==> config.mk <==
export PLATFORM = sky130hd
export DESIGN_NAME = mlt3_tx_ctrl
export DESIGN_NICKNAME = d
export VERILOG_FILES = /design/src/rtl/mlt3_pkg.sv /design/src/rtl/mlt3_tx_ctrl_stuffer.sv /design/src/rtl/mlt3_tx_ctrl.sv
export SDC_FILE = /design/constraint.sdc
export NUM_CORES = 1
export LEC_CHECK = 0
export ABC_AREA = 1
export CORE_ASPECT_RATIO = 0.9
export CORE_MARGIN = 3
export CORE_UTILIZATION = 40
export DETAILED_ROUTE_END_ITERATION = 10
export PLACE_DENSITY_LB_ADDON = 0.25
export SKIP_LAST_GASP = 1
export SLEW_MARGIN = 20
export SYNTH_ARGS = -nofsm -noshare
export SYNTH_HDL_FRONTEND = slang
export SYNTH_HIERARCHICAL = 1
export SYNTH_SLANG_ARGS = --single-unit
export TNS_END_PERCENT = 20
==> constraint.sdc <==
create_clock -name clk -period 7.6 [get_ports clk]
set_clock_uncertainty 0.15 [all_clocks]
set_input_delay 0.76 -clock clk [delete_from_list [all_inputs] [get_ports clk]]
set_output_delay 0.76 -clock clk [all_outputs]
set_load 0.01 [all_outputs]
==> src/rtl/mlt3_pkg.sv <==
// mlt3_pkg: shared state encoding, CRC step and default constants for the MLT-3 transmit sequencer
// Contents: tx_state_t, CRC8_POLY, RUN_MAX_DEF, PREAMBLE_LEN_DEF, crc8_step()
package mlt3_pkg;
    typedef enum logic [2:0] {IDLE, PREAMBLE, DATA, STUFF, CRC, EOF} tx_state_t;
    localparam logic [7:0] CRC8_POLY = 8'h07;
    localparam int RUN_MAX_DEF = 6;
    localparam int PREAMBLE_LEN_DEF = 8;
    // one bit of a non-reflected CRC-8, MSB-first register
    function automatic logic [7:0] crc8_step(input logic [7:0] crc, input logic b);
        return {crc[6:0], 1'b0} ^ ((crc[7] ^ b) ? CRC8_POLY : 8'h00);
    endfunction
endpackage

==> src/rtl/mlt3_tx_ctrl_stuffer.sv <==
// mlt3_stuffer: run-length tracker that requests a stuff bit after RUN_MAX-1 identical line bits
// Ports: clk, rst (async, active-high), en (tracking active), clr (restart run),
//        line_bit (bit in the current slot), slot_start (first cycle of slot),
//        stuff_req (current slot completes a run of RUN_MAX-1)
module mlt3_stuffer import mlt3_pkg::*; #(
    parameter int RUN_MAX = RUN_MAX_DEF
) (
    input  logic clk,
    input  logic rst,
    input  logic en,
    input  logic clr,
    input  logic line_bit,
    input  logic slot_start,
    output logic stuff_req
);
    localparam int RW = $clog2(RUN_MAX + 1);
    localparam logic [RW-1:0] RUN_SAT = RW'(RUN_MAX);
    localparam logic [RW-1:0] RUN_LIM = RW'(RUN_MAX - 1);
    logic [RW-1:0] run, run_nxt;
    logic last;
    assign run_nxt = (run != '0 && line_bit == last) ? ((run == RUN_SAT) ? RUN_SAT : run + 1'b1) : RW'(1);
    // the register absorbs the slot's bit on its first cycle, so later cycles of the slot read it directly
    assign stuff_req = en && ((slot_start ? run_nxt : run) >= RUN_LIM);
    always_ff @(posedge clk or posedge rst) begin
        if (rst) begin
            run  <= '0;
            last <= 1'b0;
        end else if (clr) begin
            run  <= '0;
        end else if (en && slot_start) begin
            run  <= run_nxt;
            last <= line_bit;
        end
    end
endmodule

==> src/rtl/mlt3_tx_ctrl.sv <==
// mlt3_tx_ctrl: frames bytes as preamble, bit-stuffed payload and EOF delimiter for the MLT-3 encoder
// Ports: clk, rst (async, active-high), s_data/s_valid/s_last/s_ready (byte input handshake),
//        enc_b1t (line bit, high only on slot_start), slot_start (first cycle of each bit slot),
//        busy (frame in progress), frame_done (last cycle of EOF), underrun (payload starved)
// Build option: MLT3_TX_CRC_EN appends a CRC-8 (poly 0x07) after the payload.
module mlt3_tx_ctrl import mlt3_pkg::*; #(
    parameter int DATA_W       = 8,
    parameter int RUN_MAX      = RUN_MAX_DEF,
    parameter int PREAMBLE_LEN = PREAMBLE_LEN_DEF,
    parameter int BAUD_DIV     = 4
) (
    input  logic              clk,
    input  logic              rst,
    input  logic [DATA_W-1:0] s_data,
    input  logic              s_valid,
    input  logic              s_last,
    output logic              s_ready,
    output logic              enc_b1t,
    output logic              slot_start,
    output logic              busy,
    output logic              frame_done,
    output logic              underrun
);
    localparam int BW = (BAUD_DIV > 1) ? $clog2(BAUD_DIV) : 1;
    localparam int CW = $clog2(PREAMBLE_LEN + DATA_W + RUN_MAX + 16);
    localparam logic [BW-1:0] BAUD_LAST = BW'(BAUD_DIV - 1);
    localparam logic [CW-1:0] PRE_LAST  = CW'(PREAMBLE_LEN - 1);
    localparam logic [CW-1:0] DATA_LAST = CW'(DATA_W - 1);
    localparam logic [CW-1:0] DATA_END  = CW'(DATA_W);
    localparam logic [CW-1:0] EOF_LAST  = CW'(RUN_MAX - 1);
`ifdef MLT3_TX_CRC_EN
    localparam logic [CW-1:0] CRC_LAST  = CW'(7);
    localparam logic [CW-1:0] CRC_END   = CW'(8);
    localparam tx_state_t TAIL = CRC;
    logic [7:0] crc;
    logic in_crc;
`else
    localparam tx_state_t TAIL = EOF;
`endif
    tx_state_t state, state_n;
    logic [BW-1:0] baud;
    logic [CW-1:0] cnt;
    logic [DATA_W-1:0] sh, hold_data;
    logic hold_valid, hold_last, cur_last, prev, bit_cur, slot_end, stuff_req;
    logic accept, load, byte_end, cnt_clr;
    assign busy       = state != IDLE;
    assign s_ready    = !hold_valid;
    assign accept     = s_valid && s_ready;
    assign slot_start = busy && baud == '0;
    assign slot_end   = busy && baud == BAUD_LAST;
    assign enc_b1t    = bit_cur && slot_start;
    mlt3_stuffer #(.RUN_MAX(RUN_MAX)) u_stuffer (
        .clk       (clk),
        .rst       (rst),
        .en        (state == DATA || state == STUFF || state == CRC),
        .clr       (state == PREAMBLE),
        .line_bit  (bit_cur),
        .slot_start(slot_start),
        .stuff_req (stuff_req)
    );
    always_comb begin
        bit_cur = 1'b0;
        case (state)
            PREAMBLE: bit_cur = !cnt[0];
            DATA:     bit_cur = sh[0];
            STUFF:    bit_cur = !prev;
`ifdef MLT3_TX_CRC_EN
            CRC:      bit_cur = crc[7];
`endif
            EOF:      bit_cur = 1'b1;
            default:  bit_cur = 1'b0;
        endcase
    end
    always_ff @(posedge clk or posedge rst) begin
        if (rst) state <= IDLE;
        else state <= state_n;
    end
    always_comb begin
        state_n    = state;
        load       = 1'b0;
        byte_end   = 1'b0;
        underrun   = 1'b0;
        frame_done = 1'b0;
        case (state)
            IDLE:     state_n = (hold_valid || accept) ? PREAMBLE : IDLE;
            PREAMBLE: if (slot_end && cnt == PRE_LAST) begin
                state_n = DATA;
                load    = 1'b1;
            end
            DATA:     if (slot_end) begin
                if (stuff_req) state_n = STUFF;
                else byte_end = cnt == DATA_LAST;
            end
            // cnt already counts the bit that triggered the stuff, so it tells whether the byte is exhausted
            STUFF:    if (slot_end) begin
`ifdef MLT3_TX_CRC_EN
                if (in_crc) state_n = (cnt == CRC_END) ? EOF : CRC;
                else
`endif
                if (cnt == DATA_END) byte_end = 1'b1;
                else state_n = DATA;
            end
`ifdef MLT3_TX_CRC_EN
            CRC:      if (slot_end) state_n = stuff_req ? STUFF : (cnt == CRC_LAST) ? EOF : CRC;
`endif
            EOF:      if (slot_end && cnt == EOF_LAST) begin
                state_n    = IDLE;
                frame_done = 1'b1;
            end
            default:  state_n = IDLE;
        endcase
        if (byte_end) begin
            load     = !cur_last && hold_valid;
            underrun = !cur_last && !hold_valid;
            state_n  = load ? DATA : TAIL;
        end
        cnt_clr = load || byte_end || frame_done || (state_n == EOF && state != EOF);
    end
    always_ff @(posedge clk or posedge rst) begin
        if (rst) begin
            baud       <= '0;
            cnt        <= '0;
            sh         <= '0;
            hold_data  <= '0;
            hold_valid <= 1'b0;
            hold_last  <= 1'b0;
            cur_last   <= 1'b0;
            prev       <= 1'b0;
`ifdef MLT3_TX_CRC_EN
            crc        <= '0;
            in_crc     <= 1'b0;
`endif
        end else begin
            if (accept) begin
                hold_data <= s_data;
                hold_last <= s_last;
            end
            hold_valid <= accept || (hold_valid && !load);
            baud <= (!busy || baud == BAUD_LAST) ? '0 : baud + 1'b1;
            if (cnt_clr) cnt <= '0;
            else if (slot_end && state != STUFF) cnt <= cnt + 1'b1;
            if (load) begin
                sh       <= hold_data;
                cur_last <= hold_last;
            end else if (state == DATA && slot_end) begin
                sh <= sh >> 1;
            end
            if (slot_end) prev <= bit_cur;
`ifdef MLT3_TX_CRC_EN
            if (state == IDLE) crc <= '0;
            else if (state == DATA && slot_end) crc <= crc8_step(crc, sh[0]);
            else if (state == CRC && slot_end) crc <= {crc[6:0], 1'b0};
            in_crc <= (state == CRC) || (in_crc && state != IDLE);
`endif
        end
    end
endmodule

## After elaboration in Yosys (flattened, before gate mapping)

Cells that the tools add are included.
W data, S select, Z words.

| operators by class | value |
|---|---|
| $add $sub $neg | 3 |
| magnitude comparators | 1 |
| eq/ne operators | 14 |
| muxes and demuxes | 32 |
| bitwise gates (word level) | 1 |
| reductions and logical operators | 37 |

Operators with widths:

| cell | number |
|---|---|
| $mux W3 | 13 |
| $mux W8 | 2 |
| $logic_and A1 B1 Y1 | 15 |
| $pmux W3 S5 | 1 |
| $eq A3 B3 Y1 const B | 4 |
| $eq A6 B3 Y1 const B | 2 |
| $mux W6 | 2 |
| $mux W1 | 11 |
| $logic_or A1 B1 Y1 | 8 |
| $add A6 B1 Y6 const B | 1 |
| $eq A3 B2 Y1 const B | 2 |
| $eq A6 B4 Y1 const B | 1 |
| $logic_not A1 Y1 | 6 |
| $reduce_bool A2 Y1 | 3 |
| $reduce_bool A3 Y1 | 2 |
| $pmux W1 S4 | 1 |
| $add A3 B1 Y3 const B | 1 |
| $eq A3 B1 Y1 const B | 1 |
| $ge A3 B3 Y1 const B | 1 |
| $logic_not A3 Y1 | 1 |
| $ne A3 B2 Y1 const B | 1 |
| $ne A3 B3 Y1 const B | 1 |
| $add A2 B1 Y2 const B | 1 |
| $eq A2 B2 Y1 const B | 1 |
| 6 further kinds | 6 |

| storage, ports and cells | value |
|---|---|
| register bits | 35 |
| output and inout bits | 6 |
| word-level logic and storage cells | 99 |

## Depth between registers and ports, before layout

Gate-level depths: netlist of the first run.

| depth | value |
|---|---|
| word-level depth | 16 |
| depth in mapped cells | 20 |
| mapped depth without buffers | 19 |

## Hierarchy

Netlist of the first run, hierarchy kept.

By module, submodules not included:

| module | instances | cells each | area an instance (um^2) | seq. area each (um^2) |
|---|---|---|---|---|
| mlt3_tx_ctrl | 1 | 218 | 1700.4 | 775.7 |
| mlt3_stuffer | 1 | 44 | 311.5 | 100.1 |

## Least setup slack after synthesis of the first run

Ideal clock, no wire load.

| path | value |
|---|---|
| kind | flip-flop to output port |
| from | register state[1] |
| to | output port underrun |
| arrival time | 2115 ps |
| path slack | 4575 ps |
| cell stages (with the launch flop) | 16 |
| path buffers | 0 |
| cells stage by stage | dfrtp_1 > inv_2 > nand2_1 > nor2_1 > inv_1 > o211ai_1 > nand2_1 > nand2_2 > nor2_4 > nand3_1 > a21oi_2 > inv_1 > nand4_1 > nand2_1 > nand2_1 > nor3_1 |

| on the way | value |
|---|---|
| longest elaborated chain between the ends | 12 |
| elaborated cells on any way between the ends | 22 |
| classes of those cells | order compare (1); eq/ne (6); mux (8); reduce/logical (7) |

Ends and longest elaborated chain:

| element | RTL line | source |
|---|---|---|
| from (decl) | mlt3_tx_ctrl.sv:40 | `tx_state_t state, state_n;` |
| from (signal assigned) | mlt3_tx_ctrl.sv:76 | `else state <= state_n;` |
| $eq A3 B3 Y1, or another cell as far along | mlt3_tx_ctrl.sv:63 | `case (state)` |
| $pmux W1 S4 * | mlt3_tx_ctrl.sv:63 |  |
| via bit_cur | mlt3_tx_ctrl.sv:44 | `logic hold_valid, hold_last, cur_last, prev, bit_cur, slot_end, stuff_req;` |
| $eq A1 B1 Y1 * | mlt3_tx_ctrl_stuffer.sv:21 | `assign run_nxt = (run != '0 && line_bit == last) ? ((run == RUN_SAT) ? RUN_SAT : run + 1'b1) : RW'(1);` |
| $logic_and A1 B1 Y1 * | mlt3_tx_ctrl_stuffer.sv:21 |  |
| $mux W3 * | mlt3_tx_ctrl_stuffer.sv:21 |  |
| $mux W3 * | mlt3_tx_ctrl_stuffer.sv:23 | `assign stuff_req = en && ((slot_start ? run_nxt : run) >= RUN_LIM);` |
| $ge A3 B3 Y1 * | mlt3_tx_ctrl_stuffer.sv:23 |  |
| $logic_and A1 B1 Y1 * | mlt3_tx_ctrl_stuffer.sv:23 |  |
| via stuff_req | mlt3_tx_ctrl.sv:44 |  |
| $mux W1 * | mlt3_tx_ctrl.sv:91 | `if (stuff_req) state_n = STUFF;` |
| $mux W1 * | mlt3_tx_ctrl.sv:90 | `DATA: if (slot_end) begin` |
| $pmux W1 S2 * | mlt3_tx_ctrl.sv:84 | `case (state)` |
| $mux W1 * | mlt3_tx_ctrl.sv:112 | `if (byte_end) begin` |
| to (decl) | mlt3_tx_ctrl.sv:22 | `output logic underrun` |

The timed path passes the listed nets; every way through them passes the cells marked *.

## Worst setup path in the final report of the first run

Same ends and word-level chain as after synthesis.

==> qor.yml, run 1 <==
worst_setup_path:
  setup.worst_path.end_class: "primary output"
  reg2reg_depth: 19
  reg2reg_to: "sh[7]$_DFFE_PP0P_"
  regToRegSetupSlack_ps: 4580
  r2r-start: "state[1]$_DFF_PP0_"
  crit_fanout: 5
  crit_chain: "inv_2 -> nand2_1 -> nor2_1 -> inv_1 -> o211ai_1 -> nand2_1 -> nand2_2 -> nor2_4 -> nand3_1 -> a21oi_2 -> inv_1 -> nand4_1 -> nand2_1 -> nand2_1 -> nor3_1 -> clkdlybuf4s50_1"
  worstPathRequired_ps: 6690
  start_kind: "flip-flop"
  crit_top_cell: "nand2_1"
  cp_top_family: "simple AND/OR/NAND/NOR gates"
  path_depth: 16
  critPathMaxStageDelay_ps: 580
  cp.arrival_ps: 3180
  crit_slowest_cell: "clkdlybuf4s50_1"
  critical_path_class: "flip-flop to primary output"
  cp_num_buf_inv: 4
min_path:
  hold-path-cell-count: 1
  min_to: "baud[0]$_DFF_PP0_"
  worstHoldStart: "baud[0]$_DFF_PP0_"
  min_path_type: "flip-flop to flip-flop"
synthesis:
  avgSynthCellArea_um2: 7.68
  synth_area_leaders: "dfrtp_1 (44%), nand2_1 (11%), nand3_1 (8.0%), inv_1 (7.1%), nor2_1 (5.0%)"
  yosysSeqAreaShare_pct: 43.5
  ys_ff_latch: 35
  synthesis.area_um2: 2010
  synth_top_area_share_pct: 43.5
  synth.cells.most_frequent: "nand2_1 (61), inv_1 (38), dfrtp_1 (35), nand3_1 (32), nor2_1 (27)"
  synthCells: 262
  yosysMostFrequentCell: "nand2_1"
  yosys_most_used_dff: "dfrtp_1"
  yosysUniqueCellTypes: 28
  synthArstFlopShare_pct: 100
  syn_nets: 282
  synth_top_area_cell: "dfrtp_1"
  ys.warnings.count: 6
  synth_edf_count: 0
drt:
  first_pass_iters: 4
  drc_errors: 0
  vias: 1678
  dr.first_iter.drc_count: 98
  wl_um: 4040
  post_drt_wl_per_cell_um: 11.7
  via_per_inst: 4.85
  ant_nets: 0
clocking:
  clockRootBuffer: "clkbuf_8"
  cts_buffer_depth: 2
  cts_num_sinks: 35
  cts_tree: "built"
  htreeDepth: 2
  cts_buffers: 5
  cts_setup_buffers: 0
  clkSlewWorstSetupHoldPaths_ps: 80
  cts_hold_buffers: 0
  clk_latency_ps: 290
  cts-resized-gates: 0
sta:
  setup_viol: 0
  slew_headroom_pct: 64.0
  fmax_ghz: 0.244
  worst_pin_slew_ps: 538
  worst_slack_ps: 3510
  rsz0062_at_grt: "false"
  hold_ws_ps: 305
  slew_viol_final: 0
  final-hold-violation-count: 0
  period_share_pct: 53.9
  min_period_ps: 4090
  fin_setup_tns_ps: 0
finish:
  layout.nets: 303
  final_util_pct: 50.0
  drive_gt1_share_pct: 10.9
  syn_to_final_growth_pct: 15.9
  fill_cells: 482
  fin_cells: 346
  antennaDiodeCount: 0
floorplanning:
  num_rows: 23
  pin_count: 18
  die_y_um: 73.3
  dieArea_um2: 5920
  core_area_um2: 4660
  die_w_um: 80.8
  initial_core_util_pct: 43.2
place:
  routabilityCongestion: 0.884
  port_buffers: 17
  dp_hpwl_um: 2980
  pre_cts_ws_ps: 3860
  place_inst: 338
grt:
  grt_pass1_vias: 1611
  grt_pass1_wl_um: 7470
  grt_max_degree: 32
  antenna_found_initial: 0
  track_usage_pct: 16.4
  overflow: 0
outcome:
  status: "finished clean"
flow_run:
  drv_cap: 0
power_and_ir_drop:
  power.density_nw_per_um2: 160
  p_leak_nw: 1.25
  ir_worst_vdd_mv: 0.113
power breakdown:
group / internal [mW] / switching (mW)
Clock: 0.0638 / 0.0743
Sequential: 0.200 / 0.00440
Combinational: 0.0138 / 0.0162
how the worst max path moves through the flow:
stage / start / endpoint
after floorplan: state[1]$_DFF_PP0_ / underrun
after global placement: state[1]$_DFF_PP0_ / underrun
after detailed placement: state[1]$_DFF_PP0_ / underrun
after CTS: state[1]$_DFF_PP0_ / underrun
after global routing: state[1]$_DFF_PP0_ / underrun
final: state[1]$_DFF_PP0_ / underrun
cell type report:
class / instances / area [um^2] / share of cell area, %
Clock buffer: 5 / 68.8 / 2.95
Clock inverter: 3 / 20.0 / 0.859
Inverter: 43 / 161 / 6.92
Multi-Input combinational cell: 180 / 950 / 40.7
Sequential cell: 35 / 876 / 37.6
Tap cell: 62 / 77.6 / 3.33
Timing Repair Buffer: 18 / 178 / 7.62
cells by family (layout without fill, tap and decap cells):
family	after synthesis	count (layout)	share of synthesized area [%]
AOI/OAI and AO/OA	23	23	6.47
xor gates and xnor gates	5	5	2.18
adders and majority gates	8	8	4.98
buffers and inverters	47	69	9.27
DFF	35	35	43.5
muxes	2	2	1.12
and+or+nand+nor	142	142	32.5
through the flow:
step	power (mW)	instance area (um^2)
floorplan	0.226	2010
global placement	0.237	2240
detailed placement	0.239	2240
CTS	0.379	2330
global route	0.391	2330
finish	0.373	2330
registers in the layout (all words and copies together) (netlist names):
register	cells
baud	2
cnt	6
cur_last	1
hold_data	8
hold_last	1
hold_valid	1
prev	1
sh	8
state	3
u_stuffer/last	1
u_stuffer/run	3
routing by layer:
layer / vias up / track usage [%] / share of wire [%]
met3: 7 / 4.66 / 5.3
met5: - / 0 / 0
met4: 0 / 6.19 / 2.0
met1: 766 / 24.5 / 53
li1: 867 / - / -
met2: 38 / 22.4 / 40
layout by cell type (no fill, tap or decap):
cell and n:
a211oi_1 1, a21o_1 1, a21oi_1 8, a21oi_2 1
a22oi_1 1, a31oi_1 1, buf_4 1, clkbuf_8 5
clkdlybuf4s50_1 17, clkinv_2 1, clkinvlp_4 2, dfrtp_1 35
ha_1 8, inv_1 38, inv_2 5, mux2_2 2
nand2_1 61, nand2_2 7, nand2_4 1, nand3_1 32
nand3_2 2, nand4_1 4, nor2_1 27, nor2_2 1
nor2_4 3, nor3_1 2, o211ai_1 1, o21ai_0 9
or2_1 2, xor2_1 5
No activity file was read; power rests on OpenSTA's default activity.
==> inputs of run 2 (changes only) <==
==> constraint.sdc (replaced) <==
create_clock -name clk -period 4 [get_ports clk]
set_clock_uncertainty 0.15 [all_clocks]
set_input_delay 0.4 -clock clk [delete_from_list [all_inputs] [get_ports clk]]
set_output_delay 0.4 -clock clk [all_outputs]
set_load 0.01 [all_outputs]
==> run 2 against run 1 <==
Compared with the run above:
- first-iteration DRC count increased by 7.1%
- routed wire length rose by 1.3%
- flip-flop and latch count did not move
- worst hold slack lost 140 ps
- utilization rose by 0.13 points
- via count is 1.8% lower
- combinational power rose by 89%
- non-clock buffer count stayed put
- critical path depth unchanged
- total power up 93%
- die area stayed put
- sequential share of layout area fell by 0.10 points
==> qor.yml, run 2 (same netlist as run 1, synthesis figures left out) <==
worst_setup_path:
  critPathMaxStageDelay_ps: 570
  crit_top_cell: "nand2_1"
  start_kind: "flip-flop"
  critical_path_class: "flip-flop to primary output"
  crit_fanout: 5
  setup.worst_path.end_class: "primary output"
  cp.arrival_ps: 3060
  crit_chain: "inv_2 -> nand2_1 -> nor2_2 -> inv_1 -> o211ai_1 -> nand2_1 -> nand2_2 -> nor2_4 -> nand3_1 -> a21oi_2 -> inv_1 -> nand4_1 -> nand2_1 -> nand2_1 -> nor3_1 -> clkdlybuf4s50_1"
  reg2reg_depth: 19
  worstPathRequired_ps: 3450
  crit_slowest_cell: "clkdlybuf4s50_1"
drt:
  wl_um: 4100
  vias: 1647
  first_pass_iters: 4
  drc_errors: 0
  post_drt_wl_per_cell_um: 11.8
  ant_nets: 0
  via_per_inst: 4.76
  dr.first_iter.drc_count: 105
power_and_ir_drop:
  switching_share_pct: 26.1
  power.density_nw_per_um2: 307
  p_clk_share_pct: 38.1
  pwr-share-seq_pct: 54.0
  p_leak_nw: 1.25
  p_int_mw: 0.531
  ir_worst_vdd_mv: 0.203
  power.switching_mw: 0.187
  power.share.combinational_pct: 7.9
sta:
  worst_pin_slew_ps: 765
  hold_ws_ps: 163
  min_period_ps: 3610
  slew_viol_final: 0
  final-hold-violation-count: 0
  fmax_ghz: 0.277
  fin_setup_tns_ps: 0
  period_share_pct: 90.3
  setup_viol: 0
  rsz0062_at_grt: "false"
  slew_headroom_pct: 49.0
finish:
  layout.nets: 303
  final_cell_mix: "nand2_1 (61), inv_1 (38), dfrtp_1 (35)"
  antennaDiodeCount: 0
  syn_to_final_growth_pct: 16.2
  layout.cells.most_common: "nand2_1"
  drive_gt1_share_pct: 11.3
  top_regs: "hold_data: 8 flops, sh: 8 flops, cnt: 6 flops"
floorplanning:
  dieArea_um2: 5920
  initial_core_util_pct: 43.2
  pin_count: 18
  die_y_um: 73.3
  core_area_um2: 4660
  die_w_um: 80.8
  num_rows: 23
grt:
  grt_pass1_vias: 1593
  grt_pass1_wl_um: 7180
  overflow: 0
  track_usage_pct: 15.7
  antenna_found_initial: 0
  grt_max_degree: 20
min_path:
  min_path_type: "primary input to async pin"
clocking:
  clockRootBuffer: "clkbuf_8"
  cts_num_sinks: 35
  clkSlewWorstSetupHoldPaths_ps: 80
  cts_buffer_depth: 2
  htreeDepth: 2
  clk_latency_ps: 290
  cts_buffers: 5
  cts_tree: "built"
  cts_hold_buffers: 0
place:
  routabilityCongestion: 0.877
  dp_hpwl_um: 3020
  port_buffers: 17
outcome:
  status: "finished clean"
flow_run:
  drv_cap: 0
[run 2: cell types whose count changed in the layout (fill, tap and decap cells not counted), sizes merged]
cell,before,now
clkinv,1,0
inv,43,44
[run 2: final cells by class]
| cell class | instances | area (um^2) |
|---|---|---|
| Multi-Input combinational cell | 180 | 952 |
| Clock buffer | 5 | 68.8 |
| Fill cell | 487 | 2320 |
| Timing Repair Buffer | 18 | 178 |
| Clock inverter | 3 | 23.8 |
| Tap cell | 62 | 77.6 |
| Inverter | 43 | 161 |
| Sequential cell | 35 | 876 |
[run 2: critical path, delay by kind of cell, from the launching register on]
kind / cells / cell delay (ps)
AOI/OAI and AO/OA: 2 / 400
buffers and inverters: 4 / 800
DFF: 1 / 400
and+or+nand+nor: 10 / 1150
[run 2: power by group through the flow]
stage	combinational (mW)	sequential (mW)	clock, mW
CTS	0.0584	0.388	0.279
finish	0.0568	0.388	0.273
global placement	0.0560	0.395	0
global route	0.0646	0.391	0.293
floorplan	0.0363	0.393	0
detailed placement	0.0581	0.396	0
[run 2: worst paths after layout]
kind | from | end | slack, ps
worst min register to register | baud[0]$_DFF_PP0_ | baud[0]$_DFF_PP0_ | 320
min in group clk | baud[0]$_DFF_PP0_ | baud[0]$_DFF_PP0_ | 320
worst max-delay path | state[1]$_DFF_PP0_ | underrun | 390
worst min-delay path | rst | u_stuffer/run[1]$_DFFE_PP0P_ | 160
max in group asynchronous | rst | cnt[1]$_DFFE_PP0P_ | 2620
worst max register to register | state[1]$_DFF_PP0_ | sh[2]$_DFFE_PP0P_ | 1090
[run 2: timing repair]
action                     CTS  global route
setup buffers                0             0
setup endpoints to repair    0             1
gates resized for setup      0             1
[run 2: metrics by stage]
stage | utilization, % | instances | worst slack, ps | power (mW) | instance area (um^2)
2_1_floorplan | - | 262 | 1340 | 0.430 | 2010
3_5_place_dp | 48.1 | 338 | 652 | 0.454 | 2240
6_report | 50.1 | 346 | 390 | 0.718 | 2340
5_1_grt | 50.1 | 346 | 58.8 | 0.749 | 2340
4_1_cts | 50.1 | 346 | 290 | 0.725 | 2330
3_3_place_gp | 48.1 | 338 | 711 | 0.451 | 2240
[run 2: per-layer routing]
metal	wire length, um	vias to the layer above	GRT usage, %
li1	-	862	-
met1	2140	737	23.2
met2	1700	46	23.3
met3	232	2	3.68
met4	26	0	3.38
met5	0	-	0
==> edit: new RTL, settings of run 1 <==
Set the parameter `BAUD_DIV` to 8 (it was 4).
--- a/src/rtl/mlt3_tx_ctrl.sv
+++ b/src/rtl/mlt3_tx_ctrl.sv
@@ -7,7 +7,7 @@
     parameter int DATA_W       = 8,
     parameter int RUN_MAX      = RUN_MAX_DEF,
     parameter int PREAMBLE_LEN = PREAMBLE_LEN_DEF,
-    parameter int BAUD_DIV     = 4
+    parameter int BAUD_DIV     = 8
 ) (
     input  logic              clk,
     input  logic              rst,
Formal check against the unedited RTL: not equivalent (Yosys sat finds a counterexample within 10 cycles, from zero or initial values and one cycle with rst high).
==> edit against run 1 <==
Register-to-register slack improved by 330 ps; synthesized cell count fell by 6.5%; sequential cell count rose by 1; non-clock buffer count did not move; first-iteration DRC count fell by 10%; worst setup slack improved by 190 ps; wire length rose by 0.32%; synthesized area rose by 6.7%; count of clock-buffer cells in the layout did not move; final area rose by 6.2%; sequential share of layout area fell by 1.2 points; worst hold slack improved by 2.7 ps; largest cell class unchanged.
Power is not compared: it rests on default switching activity, and its combinational part moved more than twofold at a synthesized area within 25%.
==> edit: results (changes against run 1) <==
- Yosys cell types: 32 (was 28)
- GRT Util Overall: 0.153 (was 0.164)
- Vias in the first global route: 1,635 (was 1,611)
- R2r startpoint: state[2] (was state[1])
- Vias: 1,627 (was 1,678)
- Adder-cell area share of the yosys netlist: 0.0525 (was 0.0498)
- Pre-antenna DRT Iters: 6 (was 4)
- Setup WS pre-CTS: 4020 ps (was 3860 ps)
- Reg2reg path depth: 20 (was 19)
- Relative slew slack: 0.700 (was 0.640)
- Initial DRC Count: 88 (was 98)
- Crit path from: state[0] (was state[1])
- Placer congestion estimate: 0.828 (was 0.884)
- Compound-gate portion of the synthesized area: 0.0519 (was 0.0647)
- Fmax achieved: 0.256 GHz (was 0.244 GHz)
- R2R Path End: sh[3] (was sh[7])
- Xor/xnor cell area share of the yosys netlist: 0.0204 (was 0.0218)
- R2R Setup Slk: 4910 ps (was 4580 ps)
- DP HPWL: 3.10 mm (was 2.98 mm)
- Status: finished clean (unchanged)
- Worst Path Arrival: 2990 ps (was 3180 ps)
- Fill cell count: 476 (was 482)
- Sequential area share after synthesis: 0.420 (was 0.435)
- Post-Route WL: 4.06 mm (was 4.04 mm)
- Post-Syn Nets: 266 (was 282)
- First-pass GRT wire length: 7.54 mm (was 7.47 mm)
==> edit: cell count changes after synthesis, moves of 5 or more <==
cell and change:
inv_1 -12, nand3b_1 +6, nand4_1 +7, nand3_1 -19, nand2_4 +6, nand2_2 -5
a21oi_1 -5, nor2_1 -9, mux2_2 +7
==> edit: routing by layer <==
metal / GRT usage / up-vias / share of wire
met5: 0 / - / 0
met4: 0.0599 / 0 / 0.013
met3: 0.0411 / 4 / 0.043
met2: 0.230 / 25 / 0.43
met1: 0.211 / 763 / 0.51
li1: - / 835 / -
==> edit: cell type report <==
| class | count | area share |
|---|---|---|
| Multi-Input combinational cell | 172 | 0.440 |
| Tap cell | 65 | 0.0329 |
| Clock inverter | 3 | 0.00961 |
| Inverter | 35 | 0.0541 |
| Sequential cell | 36 | 0.364 |
| Clock buffer | 5 | 0.0278 |
| Timing Repair Buffer | 18 | 0.0718 |
==> edit: stage by stage <==
step / util / total power, mW / hold WS [ps] / instances / area (um^2)
floorplan: - / 0.198 / 281 / 245 / 2150
global placement: 0.475 / 0.205 / 299 / 326 / 2380
detailed placement: 0.475 / 0.205 / 304 / 326 / 2380
CTS: 0.494 / 0.348 / 315 / 334 / 2470
global route: 0.494 / 0.358 / 339 / 334 / 2470
finish: 0.494 / 0.340 / 308 / 334 / 2470
==> edit: how the worst max path moves through the flow <==
stage | to | cells after the start
2_1_floorplan | underrun | 17
5_1_grt | underrun | 18
3_3_place_gp | underrun | 18
6_report | underrun | 18
3_5_place_dp | underrun | 18
4_1_cts | underrun | 18
